**config.mk**
```make
export PLATFORM = sky130hd
export DESIGN_NAME = axi_lite_lsu_master_flat
export DESIGN_NICKNAME = d
export VERILOG_FILES = /design/src/rtl/axi_lite_if.sv /design/src/rtl/axi_lite_lsu_master.sv /design/src/flat_wrapper.sv
export SDC_FILE = /design/constraint.sdc
export NUM_CORES = 1
export LEC_CHECK = 0
export CORE_ASPECT_RATIO = 1.5
export CORE_MARGIN = 1.5
export CORE_UTILIZATION = 38
export DETAILED_ROUTE_END_ITERATION = 10
export GPL_ROUTABILITY_DRIVEN = 0
export GPL_TIMING_DRIVEN = 0
export HOLD_SLACK_MARGIN = 0.08
export PLACE_DENSITY = 0.78
export SLEW_MARGIN = 10
export SYNTH_ARGS = -nofsm -noshare
export SYNTH_HDL_FRONTEND = slang
export SYNTH_SLANG_ARGS = --single-unit
```
**constraint.sdc**
```tcl
create_clock -name clk -period 3.15 [get_ports clk]
set_input_delay 0.4725 -clock clk [delete_from_list [all_inputs] [get_ports clk]]
set_output_delay 0.4725 -clock clk [all_outputs]
set_load 0.02 [all_outputs]
```
**src/rtl/axi_lite_if.sv**
```systemverilog
// AXI4-Lite signal bundle shared by the LSU master and the slave side of the crossbar.
// Every channel uses valid/ready: a raised valid holds, with stable payload, until ready is seen.
interface axi_lite_if #(
  parameter int ADDR_W = 32,
  parameter int DATA_W = 32
);
  logic [ADDR_W-1:0]   araddr;
  logic                arvalid;
  logic                arready;
  logic [DATA_W-1:0]   rdata;
  logic [1:0]          rresp;
  logic                rvalid;
  logic                rready;
  logic [ADDR_W-1:0]   awaddr;
  logic                awvalid;
  logic                awready;
  logic [DATA_W-1:0]   wdata;
  logic [DATA_W/8-1:0] wstrb;
  logic                wvalid;
  logic                wready;
  logic [1:0]          bresp;
  logic                bvalid;
  logic                bready;

  modport master (
    output araddr, arvalid, input arready,
    input  rdata, rresp, rvalid, output rready,
    output awaddr, awvalid, input awready,
    output wdata, wstrb, wvalid, input wready,
    input  bresp, bvalid, output bready
  );

  modport slave (
    input  araddr, arvalid, output arready,
    output rdata, rresp, rvalid, input rready,
    input  awaddr, awvalid, output awready,
    input  wdata, wstrb, wvalid, output wready,
    output bresp, bvalid, input bready
  );
endinterface

```
**src/rtl/axi_lite_lsu_master.sv**
```systemverilog
// Single-outstanding LSU request to AXI4-Lite initiator: lane steering for stores,
// right-align and extend for loads, local rejection of misaligned or size-3 accesses.
module axi_lite_lsu_master #(
  parameter int ADDR_W = 32,
  parameter int DATA_W = 32
) (
  input  logic              clk,
  input  logic              reset,
  input  logic              req_valid,
  output logic              req_ready,
  input  logic              req_wen,
  input  logic [ADDR_W-1:0] req_addr,
  input  logic [1:0]        req_size,
  input  logic              req_unsigned,
  input  logic [DATA_W-1:0] req_wdata,
  output logic              resp_valid,
  input  logic              resp_ready,
  output logic [DATA_W-1:0] resp_rdata,
  output logic              resp_err,
  output logic [2:0]        dbg_state,
  axi_lite_if.master        m
);

  typedef enum logic [2:0] {
    IDLE   = 3'd0,
    RD_AR  = 3'd1,
    RD_R   = 3'd2,
    WR_AWW = 3'd3,
    WR_B   = 3'd4,
    RESP   = 3'd5
  } state_t;

  state_t            state, state_next;
  logic [ADDR_W-1:0] addr_q;
  logic [DATA_W-1:0] wdata_q;
  logic [3:0]        strb_q;
  logic [1:0]        size_q;
  logic              uns_q;
  logic              aw_done, w_done;

  logic              misaligned;
  logic [3:0]        req_strb;
  logic [DATA_W-1:0] rshift, rext;
  logic              aw_fin, w_fin;

  assign dbg_state = state;

  always_comb begin
    misaligned = 1'b0;
    req_strb   = 4'b1111;
    case (req_size)
      2'd0: req_strb = 4'b0001 << req_addr[1:0];
      2'd1: begin
        req_strb   = 4'b0011 << req_addr[1:0];
        misaligned = req_addr[0];
      end
      2'd2: misaligned = (req_addr[1:0] != 2'b00);
      default: misaligned = 1'b1;
    endcase
  end

  // Read data arrives on its natural byte lanes; bring the addressed bytes down to bit 0.
  always_comb begin
    rshift = m.rdata >> {addr_q[1:0], 3'b000};
    case (size_q)
      2'd0: rext = uns_q ? {24'b0, rshift[7:0]} : {{24{rshift[7]}}, rshift[7:0]};
      2'd1: rext = uns_q ? {16'b0, rshift[15:0]} : {{16{rshift[15]}}, rshift[15:0]};
      default: rext = rshift;
    endcase
  end

  always_ff @(posedge clk or posedge reset) begin
    if (reset) state <= IDLE;
    else       state <= state_next;
  end

  always_comb begin
    state_next = state;
    aw_fin     = aw_done | m.awready;
    w_fin      = w_done | m.wready;
    req_ready  = 1'b0;
    resp_valid = 1'b0;
    m.arvalid  = 1'b0;
    m.rready   = 1'b0;
    m.awvalid  = 1'b0;
    m.wvalid   = 1'b0;
    m.bready   = 1'b0;
    case (state)
      IDLE: begin
        req_ready = 1'b1;
        if (req_valid) begin
          if (misaligned)   state_next = RESP;
          else if (req_wen) state_next = WR_AWW;
          else              state_next = RD_AR;
        end
      end
      RD_AR: begin
        m.arvalid = 1'b1;
        if (m.arready) state_next = RD_R;
      end
      RD_R: begin
        m.rready = 1'b1;
        if (m.rvalid) state_next = RESP;
      end
      WR_AWW: begin
        // AW and W retire independently; each valid drops once its own handshake is done.
        m.awvalid = ~aw_done;
        m.wvalid  = ~w_done;
        if (aw_fin && w_fin) state_next = WR_B;
      end
      WR_B: begin
        m.bready = 1'b1;
        if (m.bvalid) state_next = RESP;
      end
      RESP: begin
        resp_valid = 1'b1;
        if (resp_ready) state_next = IDLE;
      end
      default: state_next = IDLE;
    endcase
  end

  assign m.araddr = addr_q;
  assign m.awaddr = addr_q;
  assign m.wdata  = wdata_q;
  assign m.wstrb  = strb_q;

  always_ff @(posedge clk or posedge reset) begin
    if (reset) begin
      addr_q     <= '0;
      wdata_q    <= '0;
      strb_q     <= '0;
      size_q     <= '0;
      uns_q      <= 1'b0;
      aw_done    <= 1'b0;
      w_done     <= 1'b0;
      resp_rdata <= '0;
      resp_err   <= 1'b0;
    end else begin
      case (state)
        IDLE: begin
          if (req_valid) begin
            addr_q  <= req_addr;
            wdata_q <= req_wdata << {req_addr[1:0], 3'b000};
            strb_q  <= req_strb;
            size_q  <= req_size;
            uns_q   <= req_unsigned;
            if (misaligned) begin
              resp_err   <= 1'b1;
              resp_rdata <= '0;
            end
          end
        end
        RD_R: begin
          if (m.rvalid) begin
            resp_err   <= (m.rresp != 2'b00);
            resp_rdata <= (m.rresp != 2'b00) ? '0 : rext;
          end
        end
        WR_AWW: begin
          if (aw_fin && w_fin) begin
            aw_done <= 1'b0;
            w_done  <= 1'b0;
          end else begin
            if (m.awready) aw_done <= 1'b1;
            if (m.wready)  w_done  <= 1'b1;
          end
        end
        WR_B: begin
          if (m.bvalid) begin
            resp_err   <= (m.bresp != 2'b00);
            resp_rdata <= '0;
          end
        end
        default: ;
      endcase
    end
  end

endmodule

```
**src/flat_wrapper.sv**
```systemverilog
// flat-port wrapper written by rule: the top's interface ports become plain ports
module axi_lite_lsu_master_flat 
#(
  parameter int ADDR_W = 32,
  parameter int DATA_W = 32
)
  (clk, reset, req_valid, req_ready, req_wen, req_addr, req_size, req_unsigned, req_wdata, resp_valid, resp_ready, resp_rdata, resp_err, dbg_state, m_araddr, m_arvalid, m_arready, m_rdata, m_rresp, m_rvalid, m_rready, m_awaddr, m_awvalid, m_awready, m_wdata, m_wstrb, m_wvalid, m_wready, m_bresp, m_bvalid, m_bready);
  axi_lite_if #(.ADDR_W(ADDR_W), .DATA_W(DATA_W)) m_i ();
  input  logic clk;
  input  logic reset;
  input  logic req_valid;
  output logic req_ready;
  input  logic req_wen;
  input  logic [ADDR_W-1:0] req_addr;
  input  logic [1:0] req_size;
  input  logic req_unsigned;
  input  logic [DATA_W-1:0] req_wdata;
  output logic resp_valid;
  input  logic resp_ready;
  output logic [DATA_W-1:0] resp_rdata;
  output logic resp_err;
  output logic [2:0] dbg_state;
  output wire logic [$bits(m_i.araddr)-1:0] m_araddr;
  output wire logic [$bits(m_i.arvalid)-1:0] m_arvalid;
  input wire logic [$bits(m_i.arready)-1:0] m_arready;
  input wire logic [$bits(m_i.rdata)-1:0] m_rdata;
  input wire logic [$bits(m_i.rresp)-1:0] m_rresp;
  input wire logic [$bits(m_i.rvalid)-1:0] m_rvalid;
  output wire logic [$bits(m_i.rready)-1:0] m_rready;
  output wire logic [$bits(m_i.awaddr)-1:0] m_awaddr;
  output wire logic [$bits(m_i.awvalid)-1:0] m_awvalid;
  input wire logic [$bits(m_i.awready)-1:0] m_awready;
  output wire logic [$bits(m_i.wdata)-1:0] m_wdata;
  output wire logic [$bits(m_i.wstrb)-1:0] m_wstrb;
  output wire logic [$bits(m_i.wvalid)-1:0] m_wvalid;
  input wire logic [$bits(m_i.wready)-1:0] m_wready;
  input wire logic [$bits(m_i.bresp)-1:0] m_bresp;
  input wire logic [$bits(m_i.bvalid)-1:0] m_bvalid;
  output wire logic [$bits(m_i.bready)-1:0] m_bready;
  assign m_araddr = m_i.araddr;
  assign m_arvalid = m_i.arvalid;
  assign m_i.arready = m_arready;
  assign m_i.rdata = m_rdata;
  assign m_i.rresp = m_rresp;
  assign m_i.rvalid = m_rvalid;
  assign m_rready = m_i.rready;
  assign m_awaddr = m_i.awaddr;
  assign m_awvalid = m_i.awvalid;
  assign m_i.awready = m_awready;
  assign m_wdata = m_i.wdata;
  assign m_wstrb = m_i.wstrb;
  assign m_wvalid = m_i.wvalid;
  assign m_i.wready = m_wready;
  assign m_i.bresp = m_bresp;
  assign m_i.bvalid = m_bvalid;
  assign m_bready = m_i.bready;
  axi_lite_lsu_master #(.ADDR_W(ADDR_W), .DATA_W(DATA_W)) u_core (.clk(clk), .reset(reset), .req_valid(req_valid), .req_ready(req_ready), .req_wen(req_wen), .req_addr(req_addr), .req_size(req_size), .req_unsigned(req_unsigned), .req_wdata(req_wdata), .resp_valid(resp_valid), .resp_ready(resp_ready), .resp_rdata(resp_rdata), .resp_err(resp_err), .dbg_state(dbg_state), .m(m_i));
endmodule
```
Yosys cells after proc, flatten, opt, wreduce, memory -nomap -nowiden
Cells that the tools add are included.
{ "word_totals": {"out_inout_bits": 143, "ff_bits": 109, "input_bits": 113} }
{ "classes": {"bitwise_logic": 4, "n_mux": 36, "n_reduce_logical": 15, "shifts": 4, "n_eq_ne": 15} }
{ "ops": {"columns": ["op", "n"], "rows": [
  ["two-way mux 32 bit", 7],
  ["case mux 32 bit (3 select lines)", 1],
  ["case mux 32 bit (2 select lines)", 1],
  ["<< shifter 32 x 5 -> 32 bit", 1],
  [">> shifter 32 x 5 -> 32 bit", 1],
  ["two-way mux 3 bit", 7],
  ["case mux 3 bit (6 select lines)", 1],
  ["two-way mux 1 bit", 15],
  ["inequality test 2 bit (second input constant)", 5],
  ["nonzero test 2 bit", 5],
  ["case mux 4 bit (2 select lines)", 1],
  ["equality test 3 x 2 -> 1 bit (second input constant)", 2],
  ["equality test 3 bit (second input constant)", 2],
  ["case mux 1 bit (3 select lines)", 2],
  ["AND reduction 2 bit", 3],
  ["AND reduction 6 bit", 1],
  ["AND reduction 5 bit", 1],
  ["equality test 2 x 1 -> 1 bit (second input constant)", 2],
  ["zero test 2 bit", 2],
  ["inequality test 2 x 1 -> 1 bit (second input constant)", 2],
  ["<< shifter 1 x 2 -> 4 bit (first input constant)", 1],
  ["<< shifter 2 x 2 -> 4 bit (first input constant)", 1],
  ["equality test 3 x 1 -> 1 bit (second input constant)", 1],
  ["zero test 3 bit", 1],
  ["6 further kinds", 8]
]} }

Depth between registers and ports, before layout
{ "depth": {"word_depth": 6, "ltp_mapped": 7} }

Least setup slack after synthesis
OpenSTA, ideal clock, no wires.
{ "synth_path": {"path_type": "flip-flop to flip-flop", "startpoint": "register u_core.state[0] (netlist: u_core.dbg_state[0])", "endpoint": "register u_core.addr_q[10] (netlist: u_core.m.araddr[10])", "setup_ns": 0.125, "path_stages_with_launch": 6, "period_less_slack_ns": 2.188, "arrival_ns": 2.064, "slack_ns": 0.962, "required_ns": 3.025, "path_buffers": 2, "path_cell_list": "dfrtp_1 -> clkbuf_1 -> nor3_1 -> nand2_1 -> clkbuf_1 -> mux2_2"} }
{ "synth_between": {"elab_chain_len": 2} }
{ "synth_lines": {"columns": ["item", "line", "rtl"], "rows": [
  ["start, declared", "axi_lite_lsu_master.sv:33", "state_t state, state_next;"],
  ["start signal, assigned", "axi_lite_lsu_master.sv:74", "else state <= state_next;"],
  ["zero test 3 bit", "axi_lite_lsu_master.sv:140", "case (state)"],
  ["AND reduction 2 bit (no line)", null, null],
  ["end signal, assigned", "axi_lite_lsu_master.sv:143", "addr_q <= req_addr;"],
  ["end, declared", "axi_lite_lsu_master.sv:34", "logic [ADDR_W-1:0] addr_q;"]
]} }
No other way between the ends.
A chain may end at the register's enable or synchronous reset.

Final worst setup path
{ "layout_path": {"startpoint": "register u_core.state[1] (netlist: u_core.dbg_state[1])", "endpoint": "output m_wvalid"} }
{ "layout_between": {"elab_chain_len": 2} }
{ "layout_lines": {"columns": ["item", "line", "rtl"], "rows": [
  ["equality test 3 x 2 -> 1 bit", "axi_lite_lsu_master.sv:88", "case (state)"],
  ["two-way mux 1 bit", "axi_lite_lsu_master.sv:88", null],
  ["end, declared", "flat_wrapper.sv:35", "output wire logic [$bits(m_i.wvalid)-1:0] m_wvalid;"]
]} }
No other way between the ends.

==> results by group <==
Outcome
  • Status: completed

Layout
  • Area delta synth->final: 56.6%
  • # diodes: 0
  • Layout Nets: roughly 900
  • Most frequent cells in the layout: 254 x clkdlybuf4s50_1, 109 x dfrtp_1, 48 x nand2_1
  • Commonest non-fill, non-tap cell in the layout: clkdlybuf4s50_1
  • Share of layout cells above drive strength 1: 15.0%

Logic synthesis
  • YS warnings: 0
  • Cells after Synth: 514
  • Main combinational cell family by area after synthesis: compound AO/OA/AOI/OAI gates
  • Dominant synthesized flop cell: dfrtp_1
  • #FFs+latches synth: between 100 and 150
  • Syn nets: 627
  • Post-Synth Adder-Cell Area: 0%
  • Distinct cells, synth: 44
  • Mean Syn Cell Area: 10.8 um2
  • Ys async rst share: 100%
  • Mapped Area: 5530 um2
  • Simple-gate share of the synthesized area: 10.5%
  • Seq/Total Area, Yosys: 49.3%
  • Post-synth EDFFs: 0
  • Multiplexer share of the synthesized area: between 10% and 20%
  • Synth Area in Compound Gates: between 10% and 20%
  • Synth Area in XOR/XNOR: 0%

Critical path
  • Maximum fanout along the worst path: 10
  • Reg-to-Reg End: u_core.resp_rdata[20]
  • Flop-to-flop setup slack: approximately 0.78 ns
  • Crit Reg-Reg Startpoint: u_core.dbg_state[2]
  • Launch point of the critical path: u_core.dbg_state[1]
  • CP Launch Type: flip-flop
  • Worst EP required: 2.68 ns
  • Crit path arrival time: 2.28 ns
  • CP endpoint: m_wvalid
  • Crit end category: output port
  • Crit Path Class: reg2out
  • Worst r2r path cells: 6

Power and ir drop
  • Leakage: 3.76 nW
  • Worst IR Drop VDD: 0.508 mV
  • PwrDens: 954 nW/um2

STA
  • Worst slew pin tran: 0.740 ns
  • Final Max Tran Viols: 0
  • Endpoints failing hold: 0
  • RSZ-0062 raised after global routing: false
  • Post-layout min period: approximately 2.8 ns
  • # setup viols final: 0
  • Fmax: 0.363 GHz
  • Relative max-transition margin: 50.7%
  • Worst setup margin: approximately 0.4 ns
  • Setup tns final: 0 ns
  • Final Skew: 0.00939 ns
  • Tcrit/Tclk final: 87.3%

GRT
  • First-pass GRT wire length: 27.5 mm
  • Largest net degree at the start of global routing: 37
  • Vias in the first global route: 5,176
  • Initial antenna violation count: 0
  • GRT Residual Overflow: 0
  • Gr usage total: between 20% and 30%

Worst hold path
  • Worst Hold Class: in2async

Placed design
  • Post-detail-place hpwl: 14.6 mm
  • Number of port buffers: 254
  • Setup slack at placement: 0.383 ns

Drt
  • Vias per cell: 5.15
  • WL/cell: 18.7 um
  • Routed Antenna Nets: 0
  • Post-route DRC violation count: 0
  • First drt pass iteration count: 4
  • Drt total wl: 18.3 mm
  • Routed via count: roughly 5,000
  • DRT iter0 DRCs: 138

Die
  • Core area: 14,100 um2
  • Io pins: roughly 260
  • Initial core utilization: 39.1%
  • # rows: 53
  • Full die area: 15,300 um2
  • Die Span X: 101 um
  • Die Y: 151 um

Clock network
  • CTS Sinks: 109
  • Post-CTS setup buffers: 0
  • Hold buffers post-CTS: 0
  • Clock Tree Root: clkbuf_16
  • CTS Buf Count: 9
  • Htree depth: 3
  • Worst-path clk slew: 0.07 ns
  • Clk_lat worst skew: 0.34 ns
  • Post-CTS Resized: 0
  • Clock buffer depth: 2
  • CTS tree: built

Flow run
  • MaxCap Viol Count: 0
## synthesized netlist by cell type (2+ instances only)
cell | count | area (um2)
a211o_1 | 13 | 114
a211o_2 | 10 | 100
a211oi_1 | 9 | 67.6
a21oi_1 | 22 | 110
a22o_1 | 9 | 78.8
a2bb2oi_1 | 8 | 70.1
a31oi_1 | 2 | 12.5
a32o_1 | 7 | 70.1
and2_1 | 10 | 62.6
buf_1 | 5 | 18.8
buf_2 | 5 | 25.0
buf_4 | 32 | 240
buf_6 | 2 | 22.5
clkbuf_1 | 24 | 90.1
dfrtp_1 | 109 | 2730
inv_1 | 4 | 15.0
mux2_2 | 44 | 495
mux2i_1 | 33 | 330
nand2_1 | 48 | 180
nand2b_1 | 2 | 12.5
nor2_1 | 31 | 116
nor2b_1 | 20 | 125
nor3_1 | 4 | 20.0
nor4_1 | 2 | 12.5
o21ai_0 | 32 | 160
o31ai_1 | 8 | 60.1
or2_2 | 2 | 12.5
## where the power goes
group	total, mW	switching, mW	leakage, nW	internal (mW)
clock	1.09	0.526	0.136	0.565
sequential	2.36	0.393	1.39	1.97
combinational	4.81	2.39	2.24	2.42
total	8.26	3.31	3.76	4.95
## how the worst min path moves through the flow
| stage | to | slack [ns] | depth (start not counted) |
|---|---|---|---|
| 6_report | u_core.resp_rdata[20] | 0.46 | 2 |
| 5_1_grt | u_core.resp_rdata[20] | 0.47 | 2 |
| 4_1_cts | u_core.resp_rdata[25] | 0.45 | 2 |
| 3_5_place_dp | u_core.m.wdata[10] | 0.47 | 2 |
| 3_3_place_gp | u_core.m.wdata[15] | 0.46 | 2 |
| 2_1_floorplan | u_core.w_done | 0.49 | 2 |
## sequential cells by signal (all words and copies together) (netlist names)
signal,cells
u_core.m.wstrb,4
u_core.uns_q,1
u_core.m.wdata,32
u_core.aw_done,1
u_core.dbg_state,3
u_core.resp_rdata,32
u_core.resp_err,1
u_core.w_done,1
u_core.m.araddr,32
u_core.size_q,2
## layout make-up
class	count	area (um2)
Buffer	69	402
Clock buffer	10	239
Clock inverter	5	42.5
Fill cell	1188	5470
Inverter	4	18.8
Multi-Input combinational cell	332	2380
Sequential cell	109	2730
Tap cell	192	240
Timing Repair Buffer	257	2600
## worst max-delay path: stages, from the launching register on
cell and delay (ns):
dfrtp_1 0.42, clkbuf_1 0.34, nor2b_1 0.35, nand2_1 0.11
nor2_1 0.11, clkdlybuf4s50_1 0.61
## cell families after synthesis
kind of cell,Yosys count
compound gates,130
buf+inv,73
simple gates,124
mux,78
flops,109
## metal layers
| layer | routed length (um) | vias up | track usage (%) |
|---|---|---|---|
| met5 | 0 | - | 0 |
| met4 | 706 | 0 | 11.0 |
| met3 | 1310 | 45 | 5.39 |
| met2 | 9820 | 233 | 43.6 |
| met1 | 6490 | 2413 | 25.7 |
| li1 | - | 2344 | - |
## metrics by stage
stage	hold WS [ns]	area, um2	cells	total power [mW]	utilization (%)
2_1_floorplan	0.486	5530	514	4.98	-
6_report	0.457	8660	978	8.26	61.3
3_5_place_dp	0.473	8370	963	7.21	59.3
4_1_cts	0.452	8660	978	8.32	61.3
5_1_grt	0.470	8660	978	8.69	61.3
3_3_place_gp	0.462	8310	960	7.08	58.9
(Power assumes the default switching activity.)
==> RTL change 1, RTL diff (config.mk and constraints unchanged) <==
Put one more register stage on the output `dbg_state`, without a reset. The value now appears one clock later. The other outputs are not delayed to match.
--- a/src/rtl/axi_lite_lsu_master.sv
+++ b/src/rtl/axi_lite_lsu_master.sv
@@ -45,3 +45,5 @@
 
-  assign dbg_state = state;
+  always_ff @(posedge clk) begin
+    dbg_state <= state;
+  end
 
Function: changed (Yosys sat finds a counterexample within 4 cycles, from zero or initial values and one cycle with reset high).
==> RTL change 1 against the original RTL <==
  * Critical path depth unchanged
  * Clock power grew 8%
  * Design area is 0.45% higher
  * Via count down 1.1%
  * Total power grew 2.6%
  * Non-clock buffer count fell by 1
  * Setup slack better by 190 ps
  * Area after synthesis up 0.11%
  * Routed wire length fell by 5.9%
  * Sequential share of layout area up 0.55 points
  * Sequential cell count rose by 3
  * Fmax up 7.6%
  * Sequential power rose by 5%
  * Critical endpoint is now m_awvalid
==> RTL change 1: results <==
[cts]
path_clk_slew_ps = 70
cts_root_buf = clkbuf_16
insertion_delay_ps = 350
postCtsSetupBuffers = 0
cts_resized = 0
clk_path_buf_depth = 2
numCtsBuffers = 9
h-tree-depth = 3

[placed_design]
place_hpwl_mm = 13.75
portBuffers = 255
place_area_um2 = 8391
dp_cells = 943
post-place-ws_ps = 505.8

[synthesis]
synth_mux_area_share_pct = 17.73
synth_compound_area_share_pct = 14.56
ys_seq_area_share_pct = 50.37
syn_nets = 606
synth.area.top_cells = dfrtp_1, mux2_2, mux2i_1
synthArstFlopShare_pct = 97.32
postSynthAreaPerCell_um2 = 11.23
synthTopCellsByCount = dfrtp_1, mux2_2, nand2_1, nor2_1, buf_4
synthAdderAreaFrac_pct = 0

[cells_and_area]
fin_nets = 875
fin_cells = 959
drive_above_1_share_pct = 17.60
diodes = 0
fill_cells = 1159

[route]
routed_via_density = 5.192
routedWlPerCell_um = 17.99
drt_iter0_drc = 202
firstDrtPassIters = 5

[timing]
clock_skew_ps = 11.26
worst_slew_pin_slew_ps = 792.6
hold_slack_ps = 382.2

[worst_setup_path]
reg2reg_to = u_core.resp_rdata[19]
r2r-start = u_core.state[2]
ff2ff_setup_slack_ps = 1080
r2r_cells = 6
crit_fanout = 10
crit_arrival_ps = 2080
cp_slowest_cell = clkdlybuf4s50_1

[grt]
first_global_vias = 5270
grt_max_degree = 33
grt_usage_pct = 22.46
grt_pass1_wl_mm = 26.82
antenna_found_initial = 0

[pwr]
leakagePower_nw = 3.649
p_int_mw = 5.152
peakVddDrop_mv = 0.5167

[worst_hold_path]
min-delay-start = u_core.state[2]
min_path_type = register to register
worst_hold_path.num_cells = 0

[status]
status = completed
## RTL change 1: worst max-delay path by stage
stage                          startpoint               endpoint  slack, ps
after floorplan           u_core.state[1]      u_core.m.wstrb[0]       1100
after global placement              reset          u_core.w_done        330
after detailed placement      req_size[1]  u_core.resp_rdata[19]        510
after CTS                 u_core.state[2]              m_awvalid        580
after global routing      u_core.state[2]              m_awvalid        480
final                     u_core.state[2]              m_awvalid        590
## RTL change 1: cells by family (layout without fill, tap and decap cells)
kind of cell    after synthesis  count (layout)
simple gates                107             107
buf+inv                      71             345
compound gates              115             115
flops                       112             112
mux                          88              88
## RTL change 1: routing by layer
metal / track usage [%] / wire length, um / vias up
li1: - / - / 2293
met1: 25.20 / 6346 / 2430
met2: 40.97 / 9305 / 221
met3: 4.430 / 1039 / 35
met4: 9.167 / 559 / 0
met5: 0 / 0 / -
## RTL change 1: layout make-up
cell class / count / area (um^2) / share of cell area [%]
flip-flops and latches: 112 / 2788 / 32.06
repair buffers: 258 / 2613 / 30.05
plain buffers: 67 / 407.9 / 4.691
inverters: 4 / 18.77 / 0.2159
multi-input cells: 310 / 2323 / 26.72
well taps: 192 / 240.2 / 2.763
clock inverters: 6 / 75.07 / 0.8634
clock buffers: 10 / 229.0 / 2.633
## RTL change 1: power by group through the flow
stage               Combinational [mW]  Sequential (mW)  Clock [mW]
finish                            4.83             2.47        1.18
global route                      5.14             2.55        1.27
CTS                               4.87             2.47        1.21
detailed placement                4.85             2.49           0
global placement                  4.75             2.45           0
floorplan                         2.03             3.07           0
==> RTL change 2, RTL diff (same flow settings) <==
Without the edit above. `ADDR_W` is set to 32 in 3 places; all go to 24.
--- a/src/rtl/axi_lite_if.sv
+++ b/src/rtl/axi_lite_if.sv
@@ -3,3 +3,3 @@
 interface axi_lite_if #(
-  parameter int ADDR_W = 32,
+  parameter int ADDR_W = 24,
   parameter int DATA_W = 32
--- a/src/rtl/axi_lite_lsu_master.sv
+++ b/src/rtl/axi_lite_lsu_master.sv
@@ -3,3 +3,3 @@
 module axi_lite_lsu_master #(
-  parameter int ADDR_W = 32,
+  parameter int ADDR_W = 24,
   parameter int DATA_W = 32
--- a/src/flat_wrapper.sv
+++ b/src/flat_wrapper.sv
@@ -3,3 +3,3 @@
 #(
-  parameter int ADDR_W = 32,
+  parameter int ADDR_W = 24,
   parameter int DATA_W = 32
Interface: changed (resized m_araddr, m_awaddr and req_addr); port bits go from 256 to 232. The function was not compared with the original's and may differ.
==> RTL change 2 against the original RTL <==
  * Sequential cell count is 8 lower
  * Area after synthesis is 6.2% lower
  * Setup slack worse by 7.2 ps
  * Routed wire length is 6.9% lower
  * Design area is 7.6% lower
  * Clock skew hardly changed
  * Total power is 9.4% lower
  * Register-to-register slack better by 50 ps
  * Critical endpoint unchanged
  * Largest cell class unchanged
  * Largest power group unchanged
  * Highest routed layer unchanged
==> RTL change 2: results <==
[status]
status = completed

[worst_setup_path]
cp_slowest_cell = clkdlybuf4s50_1
crit_family = buffers and inverters
crit_arrival_ps = 2290
crit_fanout = 10
path_class = register to output pin
max_stage_delay_ps = 610

[route]
routed_wl_mm = 17.06
vias = 4843
firstDrtPassIters = 4
routed_via_density = 5.387
drt_iter0_drc = 143

[placed_design]
place_hpwl_mm = 13.44
dp_cells = 883
post-place-ws_ps = 453.9
portBuffers = 230
place_area_um2 = 7721

[grt]
grt_pass1_wl_mm = 26.65
grt_usage_pct = 23.53
antenna_found_initial = 0
first_global_vias = 5152
grt_max_degree = 52

[timing]
relSlewSlack_pct = 53.32
clock_skew_ps = 9.816

[cts]
numCtsBuffers = 9
h-tree-depth = 3
cts_resized = 0
clk_path_buf_depth = 2
path_clk_slew_ps = 70
insertion_delay_ps = 340

[synthesis]
ys.flop_type = dfrtp_1
synthDistinctLibCells = 43
yosys_warnings = 0
synthTopCellsByCount = dfrtp_1, nand2_1, mux2_2, mux2i_1, o21ai_0
syn_nets = 595
synth.area.top_cells = dfrtp_1, mux2_2, mux2i_1
synth_cells = 490
ys_seq_area_share_pct = 48.73

[pwr]
peakVddDrop_mv = 0.4990
p_sw_share_pct = 40.08
leakagePower_nw = 3.491

[cells_and_area]
diodes = 0
drive_above_1_share_pct = 13.84
fill_cells = 1172
fin_nets = 837

[worst_hold_path]
min_path_type = register to register
==> RTL change 2: cell families after synthesis <==
logic type	Yosys count	share of synthesized area, %
AO/OA/AOI/OAI	130	18.43
AND/OR/NAND/NOR	124	11.17
flip-flops	101	48.73
multiplexers	70	14.69
buffers and inverters	65	6.972
==> RTL change 2: routing by layer <==
layer / vias to the layer above / share of wire, % / routed length, um / GRT usage [%]
met5: - / 0 / 0 / 0
met4: 0 / 5.0 / 846 / 13.87
met3: 54 / 6.6 / 1133 / 4.835
met2: 240 / 52 / 8869 / 42.02
met1: 2334 / 36 / 6208 / 25.23
li1: 2215 / - / - / -
==> RTL change 2: worst paths after layout <==
kind / startpoint / endpoint / slack (ps) / cells past startpoint
max in group asynchronous: reset / u_core.m.wdata[21] / 1880 / 3
worst max-delay path: u_core.dbg_state[1] / m_wvalid / 390 / 5
worst max register to register: u_core.dbg_state[2] / u_core.resp_rdata[22] / 830 / 6
worst min-delay path: u_core.m.wdata[3] / u_core.m.wdata[3] / 480 / 2
min in group asynchronous: reset / u_core.m.araddr[17] / 590 / 2
worst min register to register: u_core.m.wdata[3] / u_core.m.wdata[3] / 480 / 2
==> RTL change 2: power by group through the flow <==
| stage | registers [mW] | clock network [mW] | logic [mW] |
|---|---|---|---|
| after floorplan | 2.71 | 0 | 1.80 |
| after global placement | 2.15 | 0 | 4.21 |
| after detailed placement | 2.18 | 0 | 4.30 |
| after CTS | 2.16 | 1.08 | 4.31 |
| after global routing | 2.23 | 1.13 | 4.54 |
| final | 2.16 | 1.04 | 4.29 |
==> RTL change 2: layout make-up <==
cell class,count,area (um^2),share of cell area [%]
buffer,61,346.6,4.334
tap,162,202.7,2.534
inverter,4,17.52,0.2190
sequential,101,2527,31.60
clock inverter,5,43.79,0.5476
timing repair buffer,231,2330,29.13
multi-input combinational,324,2297,28.72
clock buffer,11,232.7,2.910
==> RTL change 2: tightest hold or removal path: cells and delay by family (launching register included) <==
kind               cells  cell delay [ps]
DFF                    1              340
AOI/OAI and AO/OA      1               60
and+or+nand+nor        1               50
